===== src/rtl/mem_ctrl_pkg.sv =====
`default_nettype none
// ============================================================================
// Module   : mem_ctrl_pkg
// Purpose  : Shared encodings and helpers for the memory controller slice:
//            FSM state codes, access size codes, requester IDs, the mapping
//            from size code to last byte index, and the IO-region predicate.
// Ports    : none (package)
// Revision : 1.0 - initial release
// ============================================================================
package mem_ctrl_pkg;

    // Controller FSM states
    localparam logic [1:0] c_st_idle  = 2'd0;
    localparam logic [1:0] c_st_read  = 2'd1;
    localparam logic [1:0] c_st_write = 2'd2;

    // Access size codes as presented by the LSB (3 behaves as word)
    localparam logic [1:0] c_size_byte = 2'd0;
    localparam logic [1:0] c_size_half = 2'd1;
    localparam logic [1:0] c_size_word = 2'd2;

    // Requester identifiers
    localparam logic c_req_if = 1'b0;
    localparam logic c_req_ls = 1'b1;

    // Index of the final byte of an access (byte count minus one)
    function automatic logic [1:0] size_last(input logic [1:0] size);
        logic [1:0] last;
        case (size)
            c_size_byte: last = 2'd0;
            c_size_half: last = 2'd1;
            default:     last = 2'd3;
        endcase
        return last;
    endfunction

    // True when every bit of addr[hi:lo] is set
    function automatic logic addr_is_io(input logic [63:0] addr,
                                        input int          hi,
                                        input int          lo);
        logic io;
        io = 1'b1;
        for (int i = 0; i < 64; i++) begin
            if (i >= lo && i <= hi && !addr[i]) begin
                io = 1'b0;
            end
        end
        return io;
    endfunction

endpackage
`default_nettype wire


===== src/rtl/mem_rr_arbiter.sv =====
`default_nettype none
// ============================================================================
// Module   : mem_rr_arbiter
// Purpose  : Two-way round-robin pick between instruction fetch and the LSB.
//            When both request, the one not granted last time wins.
// Ports    : clk_in, rst_in     - clock, async active-high reset
//            grant_en           - a grant may be issued this edge
//            if_req, ls_req     - request levels
//            grant_if, grant_ls - one-hot grant (combinational)
// Revision : 1.0 - initial release
// ============================================================================
module mem_rr_arbiter
    import mem_ctrl_pkg::*;
(
    input  logic clk_in,
    input  logic rst_in,
    input  logic grant_en,
    input  logic if_req,
    input  logic ls_req,
    output logic grant_if,
    output logic grant_ls
);

    logic r_last_grant;

    always_comb begin
        grant_if = 1'b0;
        grant_ls = 1'b0;
        if (grant_en) begin
            if (if_req && ls_req) begin
                if (r_last_grant == c_req_if) begin
                    grant_ls = 1'b1;
                end else begin
                    grant_if = 1'b1;
                end
            end else begin
                grant_if = if_req;
                grant_ls = ls_req;
            end
        end
    end

    always_ff @(posedge clk_in or posedge rst_in) begin
        if (rst_in) begin
            r_last_grant <= c_req_if;
        end else if (grant_if) begin
            r_last_grant <= c_req_if;
        end else if (grant_ls) begin
            r_last_grant <= c_req_ls;
        end
    end

endmodule
`default_nettype wire


===== src/rtl/mem_ctrl.sv =====
`default_nettype none
// ============================================================================
// Module   : mem_ctrl
// Purpose  : Single-port memory controller. Arbitrates fetch and LSB requests
//            round-robin, serialises 1/2/4-byte accesses into byte-wide bus
//            cycles and reassembles read data little-endian.
// Ports    : clk_in, rst_in, rdy_in       - clock, async reset, global ready
//            rob_clear_up                 - pipeline flush
//            if_req/if_addr/if_ready/if_data           - fetch port
//            ls_req/ls_wr/ls_size/ls_addr/ls_wdata/
//            ls_ready/ls_rdata                         - LSB port
//            mem_din/mem_dout/mem_a/mem_wr             - RAM/IO byte bus
//            io_buffer_full               - UART buffer full (write stall)
// Revision : 1.0 - initial release
// ============================================================================
module mem_ctrl
    import mem_ctrl_pkg::*;
#(
    parameter int ADDR_W    = 32,
    parameter int IO_SEL_HI = 17,
    parameter int IO_SEL_LO = 16
) (
    input  logic              clk_in,
    input  logic              rst_in,
    input  logic              rdy_in,
    input  logic              rob_clear_up,
    input  logic              if_req,
    input  logic [ADDR_W-1:0] if_addr,
    output logic              if_ready,
    output logic [31:0]       if_data,
    input  logic              ls_req,
    input  logic              ls_wr,
    input  logic [1:0]        ls_size,
    input  logic [ADDR_W-1:0] ls_addr,
    input  logic [31:0]       ls_wdata,
    output logic              ls_ready,
    output logic [31:0]       ls_rdata,
    input  logic [7:0]        mem_din,
    output logic [7:0]        mem_dout,
    output logic [ADDR_W-1:0] mem_a,
    output logic              mem_wr,
    input  logic              io_buffer_full
);

    logic [1:0]        r_state;
    logic [1:0]        r_cnt;      // byte index currently on the bus
    logic [1:0]        r_last;     // index of the final byte
    logic              r_req_id;
    logic [ADDR_W-1:0] r_addr;
    logic [31:0]       r_wdata;
    logic [31:0]       r_buf;      // read bytes gathered so far
    logic [ADDR_W-1:0] r_mem_a;
    logic [7:0]        r_mem_dout;
    logic              r_mem_wr;
    logic              r_if_ready;
    logic [31:0]       r_if_data;
    logic              r_ls_ready;
    logic [31:0]       r_ls_rdata;

    logic              w_grant_en;
    logic              w_grant_if;
    logic              w_grant_ls;
    logic [ADDR_W-1:0] w_sel_addr;
    logic              w_sel_wr;
    logic [1:0]        w_sel_last;
    logic [31:0]       w_rd_word;
    logic [1:0]        w_wr_idx;
    logic [ADDR_W-1:0] w_wr_addr;
    logic              w_wr_stall;
    logic              w_grant_stall;

    // The ready terms act as a one-cycle cooldown so a request level that is
    // still high from the previous transaction is not granted a second time.
    assign w_grant_en = rdy_in && (r_state == c_st_idle) && !r_if_ready &&
                        !r_ls_ready && !rob_clear_up;

    mem_rr_arbiter u_arb (
        .clk_in   (clk_in),
        .rst_in   (rst_in),
        .grant_en (w_grant_en),
        .if_req   (if_req),
        .ls_req   (ls_req),
        .grant_if (w_grant_if),
        .grant_ls (w_grant_ls)
    );

    assign w_sel_addr    = w_grant_ls ? ls_addr : if_addr;
    assign w_sel_wr      = w_grant_ls && ls_wr;
    assign w_sel_last    = w_grant_ls ? size_last(ls_size) : 2'd3;
    assign w_grant_stall = addr_is_io(64'(w_sel_addr), IO_SEL_HI, IO_SEL_LO) &&
                           io_buffer_full;

    // Read data with the byte now arriving on mem_din merged in
    always_comb begin
        w_rd_word = r_buf;
        w_rd_word[{r_cnt, 3'b000} +: 8] = mem_din;
    end

    // A byte that was actually driven with mem_wr advances the index; a
    // stalled byte is retried at the same index.
    assign w_wr_idx   = r_mem_wr ? (r_cnt + 2'd1) : r_cnt;
    assign w_wr_addr  = r_addr + ADDR_W'(w_wr_idx);
    assign w_wr_stall = addr_is_io(64'(w_wr_addr), IO_SEL_HI, IO_SEL_LO) &&
                        io_buffer_full;

    always_ff @(posedge clk_in or posedge rst_in) begin
        if (rst_in) begin
            r_state    <= c_st_idle;
            r_cnt      <= 2'd0;
            r_last     <= 2'd0;
            r_req_id   <= c_req_if;
            r_addr     <= '0;
            r_wdata    <= '0;
            r_buf      <= '0;
            r_mem_a    <= '0;
            r_mem_dout <= '0;
            r_mem_wr   <= 1'b0;
            r_if_ready <= 1'b0;
            r_if_data  <= '0;
            r_ls_ready <= 1'b0;
            r_ls_rdata <= '0;
        end else if (rdy_in) begin
            r_if_ready <= 1'b0;
            r_ls_ready <= 1'b0;
            case (r_state)
                c_st_idle: begin
                    r_mem_wr <= 1'b0;
                    if (w_grant_if || w_grant_ls) begin
                        r_addr   <= w_sel_addr;
                        r_last   <= w_sel_last;
                        r_req_id <= w_grant_ls ? c_req_ls : c_req_if;
                        r_wdata  <= ls_wdata;
                        r_cnt    <= 2'd0;
                        r_buf    <= '0;
                        r_mem_a  <= w_sel_addr;
                        if (w_sel_wr) begin
                            r_state    <= c_st_write;
                            r_mem_dout <= ls_wdata[7:0];
                            r_mem_wr   <= !w_grant_stall;
                        end else begin
                            r_state <= c_st_read;
                        end
                    end
                end
                c_st_read: begin
                    if (rob_clear_up) begin
                        // Speculative read abandoned; no ready pulse
                        r_state <= c_st_idle;
                        r_cnt   <= 2'd0;
                    end else if (r_cnt == r_last) begin
                        r_state <= c_st_idle;
                        r_cnt   <= 2'd0;
                        if (r_req_id == c_req_if) begin
                            r_if_data  <= w_rd_word;
                            r_if_ready <= 1'b1;
                        end else begin
                            r_ls_rdata <= w_rd_word;
                            r_ls_ready <= 1'b1;
                        end
                    end else begin
                        r_buf   <= w_rd_word;
                        r_cnt   <= r_cnt + 2'd1;
                        r_mem_a <= r_addr + ADDR_W'(r_cnt + 2'd1);
                    end
                end
                c_st_write: begin
                    // Flush is ignored here: the store is already committed.
                    if (r_mem_wr && (r_cnt == r_last)) begin
                        r_mem_wr   <= 1'b0;
                        r_ls_ready <= 1'b1;
                        r_state    <= c_st_idle;
                        r_cnt      <= 2'd0;
                    end else begin
                        r_cnt      <= w_wr_idx;
                        r_mem_a    <= w_wr_addr;
                        r_mem_dout <= r_wdata[{w_wr_idx, 3'b000} +: 8];
                        r_mem_wr   <= !w_wr_stall;
                    end
                end
                default: begin
                    r_state  <= c_st_idle;
                    r_cnt    <= 2'd0;
                    r_mem_wr <= 1'b0;
                end
            endcase
        end
    end

    assign if_ready = r_if_ready;
    assign if_data  = r_if_data;
    assign ls_ready = r_ls_ready;
    assign ls_rdata = r_ls_rdata;
    assign mem_a    = r_mem_a;
    assign mem_dout = r_mem_dout;
    // Gated so nothing is written to RAM while the block is frozen
    assign mem_wr   = r_mem_wr && rdy_in;

endmodule
`default_nettype wire


===== config.mk =====
export PLATFORM = sky130hd
export DESIGN_NAME = mem_ctrl
export DESIGN_NICKNAME = d
export VERILOG_FILES = /design/src/rtl/mem_ctrl_pkg.sv /design/src/rtl/mem_rr_arbiter.sv /design/src/rtl/mem_ctrl.sv
export SDC_FILE = /design/constraint.sdc
export NUM_CORES = 1
export LEC_CHECK = 0
export CAP_MARGIN = 20
export CORE_AREA = 2 2 143 145
export CTS_CLUSTER_DIAMETER = 120
export DETAILED_ROUTE_END_ITERATION = 16
export DIE_AREA = 0 0 145 147
export GPL_TIMING_DRIVEN = 0
export PLACE_DENSITY = 0.95
export SYNTH_ARGS = -nofsm -noshare
export SYNTH_HDL_FRONTEND = slang
export SYNTH_HIERARCHICAL = 1
export SYNTH_SLANG_ARGS = --single-unit

===== constraint.sdc =====
create_clock -name clk_in -period 17.7 [get_ports clk_in]
set_input_delay 1.77 -clock clk_in [delete_from_list [all_inputs] [get_ports clk_in]]
set_output_delay 1.77 -clock clk_in [all_outputs]
set_load 0.01 [all_outputs]

==> results <==
- The number of antenna violations at the first check in global routing is 0.
- After detailed routing, the average wire length per cell comes to 20.93 um.
- The pre-antenna-repair detailed-routing pass consisted of 5 iterations.
- STA puts the critical path data required time at 15.93 ns.
- For this design the top-level I/O count stands at 221.
- By area, the combinational part of the netlist is dominated by simple AND/OR/NAND/NOR gates.
- The number of enable flip-flop cells after synthesis is 0.
- The post-layout total power is 2.224 mW.
- The core box area is 19840 um^2.
- The multiplexer fraction of the synthesized cell area is 6.110%.
- For the pin with the worst max-slew slack, the measured transition is 1.061 ns.
- The capture instance of the worst register-to-register path is mem_a[23]$_DFFE_PP0P_.
- The total grt overflow is 0.
- In this run the most critical hold path is launched from r_wdata[22]$_DFFE_PP0P_.
- The startpoint identified for the worst register-to-register timing path is r_cnt[0]$_DFFE_PP0P_.
- The flip-flop cell with the highest count after synthesis is sky130_fd_sc_hd__dfrtp_1.
- After layout, the worst path uses 29.75% of the clock period.
- The final critical-path required period is 5.266 ns.
- The arrival time at the worst endpoint is 3.50 ns.
- The total half-perimeter wirelength after legalization and detailed placement is 25950 um.
- The antenna diode count is 0.
- The effective utilization at floorplan is 54.79%.
- TritonCTS created 23 clock buffers.
- The run finished with clean final reports.
- Wires add up to 35740 um.
- After floorplanning, the core was divided into 52 placement rows.
- Compared with the post-synthesis result, the final layout area differs by 29.95%.
- The flop-to-flop setup slack is 13.14 ns.
- The relative max-transition margin is 29.30%.
- After detailed routing, the number of remaining DRC violations is 0.
- Ranked by instance count, the synthesized netlist is headed by sky130_fd_sc_hd__nand2_1 (239), sky130_fd_sc_hd__dfrtp_1 (211), sky130_fd_sc_hd__o21ai_0 (104), sky130_fd_sc_hd__a21oi_1 (90), sky130_fd_sc_hd__nor2_1 (56).
- The share of final-layout standard cells stronger than drive strength 1 is 6.189%.
- The area taken by flip-flops and latches is 5280 um^2.
- The mean number of vias per cell is 6.127.
- Once the clock tree was built, the resizer swapped 0 gates to a different size.
- The pin count of the biggest net entering global routing is 134.
- The type of origin of the critical path is an input port.
- The most frequent cell after synthesis is sky130_fd_sc_hd__nand2_1.
- The number of maximum-capacitance constraint violations is 0.
- The overall die height is 147 um.
- Setup repair after global routing left no endpoint under its margin.
- The top fanout value on the critical path is 10.
- The synthesized-area fraction occupied by ao, oa, aoi and oai cells is 19.19%.
- The number of port buffers is 212.
- The number of distinct standard cells referenced by the synthesized netlist is 72.
- Summing the areas of all xor and xnor instances in the mapped netlist gives 0.7825% of the synthesized area.
- A synthesized cell averages 9.191 um^2.
- The total of hold buffers inserted after clock tree synthesis is 0.
- In this run the number of H-tree levels came out at 1.
- Ranked by total cell area, the synthesized netlist is headed by sky130_fd_sc_hd__dfrtp_1 (49%), sky130_fd_sc_hd__nand2_1 (8.3%), sky130_fd_sc_hd__o21ai_0 (4.8%).
- The post-route worst hold slack is 0.4741 ns.
- The final count of hold timing violations is 0.
- The worst-case clock buffer depth is 3.
- Synthesis handed over a netlist of 1183 instances.
- The worst hold path passes through 2 cells.
- The maximum ir drop on the vdd rail is 0.09300 mV.
- The share of synthesized flip-flops with an asynchronous set or reset is 100.0%.
- The number of global-route vias before repair is 10380.
- For this design the ratio of total power to cell area is 157.4 nW/um^2.
- The filler cells instantiated in the layout total 1450.
- The max-slew violation total from the final report came to 0.
- Routability-driven placement finished with a final weighted congestion of 0.9949.
- The maximum achievable frequency is 189.9 MHz.
- The first routing iteration left 984 violations.
- At the end of the flow, the number of nets in the layout was 1550.
- The final setup skew is 0.01744 ns.
- The die outline area is 21320 um^2.
- The worst min-delay path class is reg -> reg.
- The count of vias placed by the detailed router is 10470.
- The number of warnings reported in the yosys synthesis log is 6.
- The total number of clock tree sinks is 211.
- Across every metal layer, demand over resource in global routing totals 32.90%.
- Buffers added to address setup during post-CTS repair amount to 0.
- STA classifies the critical path endpoint as a primary output.
- The number of nets in the synthesized netlist is 1312.
- The proportion of synthesized chip area in sequential cells is 48.56%.
- TritonCTS built the clock tree.
- The synthesized netlist occupies a cell area of 10870 um^2.
- The first global-routing pass estimated 55540 um of wire.
- The width of the chip is 145 um.
- In this run the remaining antenna-violating nets after routing total 0.
- After clock tree synthesis, the clock-pin slew on the worst setup and hold paths is 0.06 ns.
- The final setup violation count is 0.
- For the final routed database, the setup TNS stands at 0 ns.
- The number of placed cells counting well taps is 1666.
- The simple-gate share of the synthesized area is 19.33%.
- By startpoint and endpoint, the worst setup path is classified as in -> out.
- Counting flops and latches in the post-synthesis netlist gives 211.
- The tree is rooted in a sky130_fd_sc_hd__clkbuf_16.
- For the worst-skew pair, the clock arrives at the later sink with an insertion delay of 0.54 ns.
- Summed over its instances, the top area cell type makes up 48.56% of the synthesized netlist area.
- The worst hold path terminates at r_wdata[22]$_DFFE_PP0P_.
- After Yosys synthesis, full adders, half adders and majority gates account for 1.864% of the synthesized area.
- The largest area contributor in the netlist is sky130_fd_sc_hd__dfrtp_1.
- The count of cells in the finished layout, fillers not included, comes to 1708.
- The area taken by multi-input logic gates is 5141 um^2.
- The number of cells on the worst reg-to-reg path is 15.
- The reported leakage power is 6.007 nW.
worst max-delay path: stages:
cell	delay, ns
sky130_fd_sc_hd__clkdlybuf4s50_1	0.54
sky130_fd_sc_hd__clkbuf_1	0.40
sky130_fd_sc_hd__and2_1	0.19
sky130_fd_sc_hd__clkdlybuf4s50_1	0.58
through the flow:
step                setup slack, ns  utilization (%)  instance area, um^2
finish                        12.43            71.20                14130
global route                  12.40            71.20                14130
CTS                           12.47            71.20                14130
detailed placement            12.42            67.36                13370
global placement              7.841            67.19                13330
floorplan                     10.19                -                10870
layout make-up:
class                           count  area share (%)
Timing Repair Buffer              213           15.21
Tap cell                          270           2.391
Inverter                           21          0.6110
Sequential cell                   211           37.37
Clock buffer                       25           4.197
Clock inverter                     17           1.195
Multi-Input combinational cell    861           36.39
Buffer                             90           2.639
sequential cells by signal (all words and copies together), names as in the netlist:
| register | cells |
|---|---|
| if_ready | 1 |
| r_buf | 32 |
| r_addr | 32 |
| if_data | 32 |
| r_state | 2 |
| ls_rdata | 32 |
| mem_a | 32 |
| r_wdata | 32 |
| ls_ready | 1 |
| u_arb/r_last_grant | 1 |
| r_mem_wr | 1 |
| r_last | 2 |
| r_req_id | 1 |
| mem_dout | 8 |
| r_cnt | 2 |
report_power, final:
part	internal [mW]	switching, mW
registers	0.647	0.124
clock network	0.276	0.210
logic	0.421	0.547
total	1.34	0.880
how the worst max path moves through the flow:
stage	start	end
floorplan	rst_in	if_data[0]$_DFFE_PP0P_
global placement	rst_in	r_addr[10]$_DFFE_PP0P_
detailed placement	rdy_in	mem_dout[2]$_DFFE_PP0P_
CTS	rdy_in	mem_wr
global route	rdy_in	mem_wr
finish	rdy_in	mem_wr
logic make-up after synthesis:
family | Yosys count
and+or+nand+nor | 451
AOI/OAI and AO/OA | 331
DFF | 211
buffers and inverters | 111
muxes | 56
adders and majority gates | 15
xor gates and xnor gates | 8
metal layers:
| layer | up-vias | GRT usage, % | wire length, um |
|---|---|---|---|
| li1 | 4682 | - | - |
| met1 | 5035 | 41.30 | 13410 |
| met2 | 628 | 55.88 | 17490 |
| met3 | 120 | 6.863 | 3475 |
| met4 | 0 | 13.71 | 1371 |
| met5 | - | 0 | 0 |
layout by cell type, fill, tap and decap left out, types with 6 or more instances in the layout:
cell                              instances
sky130_fd_sc_hd__nor4_1                   8
sky130_fd_sc_hd__nor2b_1                 38
sky130_fd_sc_hd__a21oi_1                 90
sky130_fd_sc_hd__nand3_1                 25
sky130_fd_sc_hd__a22o_1                  44
sky130_fd_sc_hd__and2_1                  15
sky130_fd_sc_hd__mux4_2                   8
sky130_fd_sc_hd__nor2_1                  56
sky130_fd_sc_hd__mux2i_1                 45
sky130_fd_sc_hd__o311ai_0                 6
sky130_fd_sc_hd__clkdlybuf4s50_1        212
sky130_fd_sc_hd__nor3_1                  13
sky130_fd_sc_hd__a31oi_1                 12
sky130_fd_sc_hd__clkinv_2                 8
sky130_fd_sc_hd__nand2b_1                 7
sky130_fd_sc_hd__buf_1                   16
sky130_fd_sc_hd__ha_1                    13
sky130_fd_sc_hd__clkbuf_1                56
sky130_fd_sc_hd__nand2_1                239
sky130_fd_sc_hd__and3_1                  13
sky130_fd_sc_hd__a21o_1                   8
sky130_fd_sc_hd__inv_1                   20
sky130_fd_sc_hd__buf_2                   16
sky130_fd_sc_hd__o31ai_1                 13
sky130_fd_sc_hd__clkbuf_16               23
sky130_fd_sc_hd__nand4_1                 14
sky130_fd_sc_hd__dfrtp_1                211
sky130_fd_sc_hd__o21ai_0                104
(Power assumes the default switching activity.)
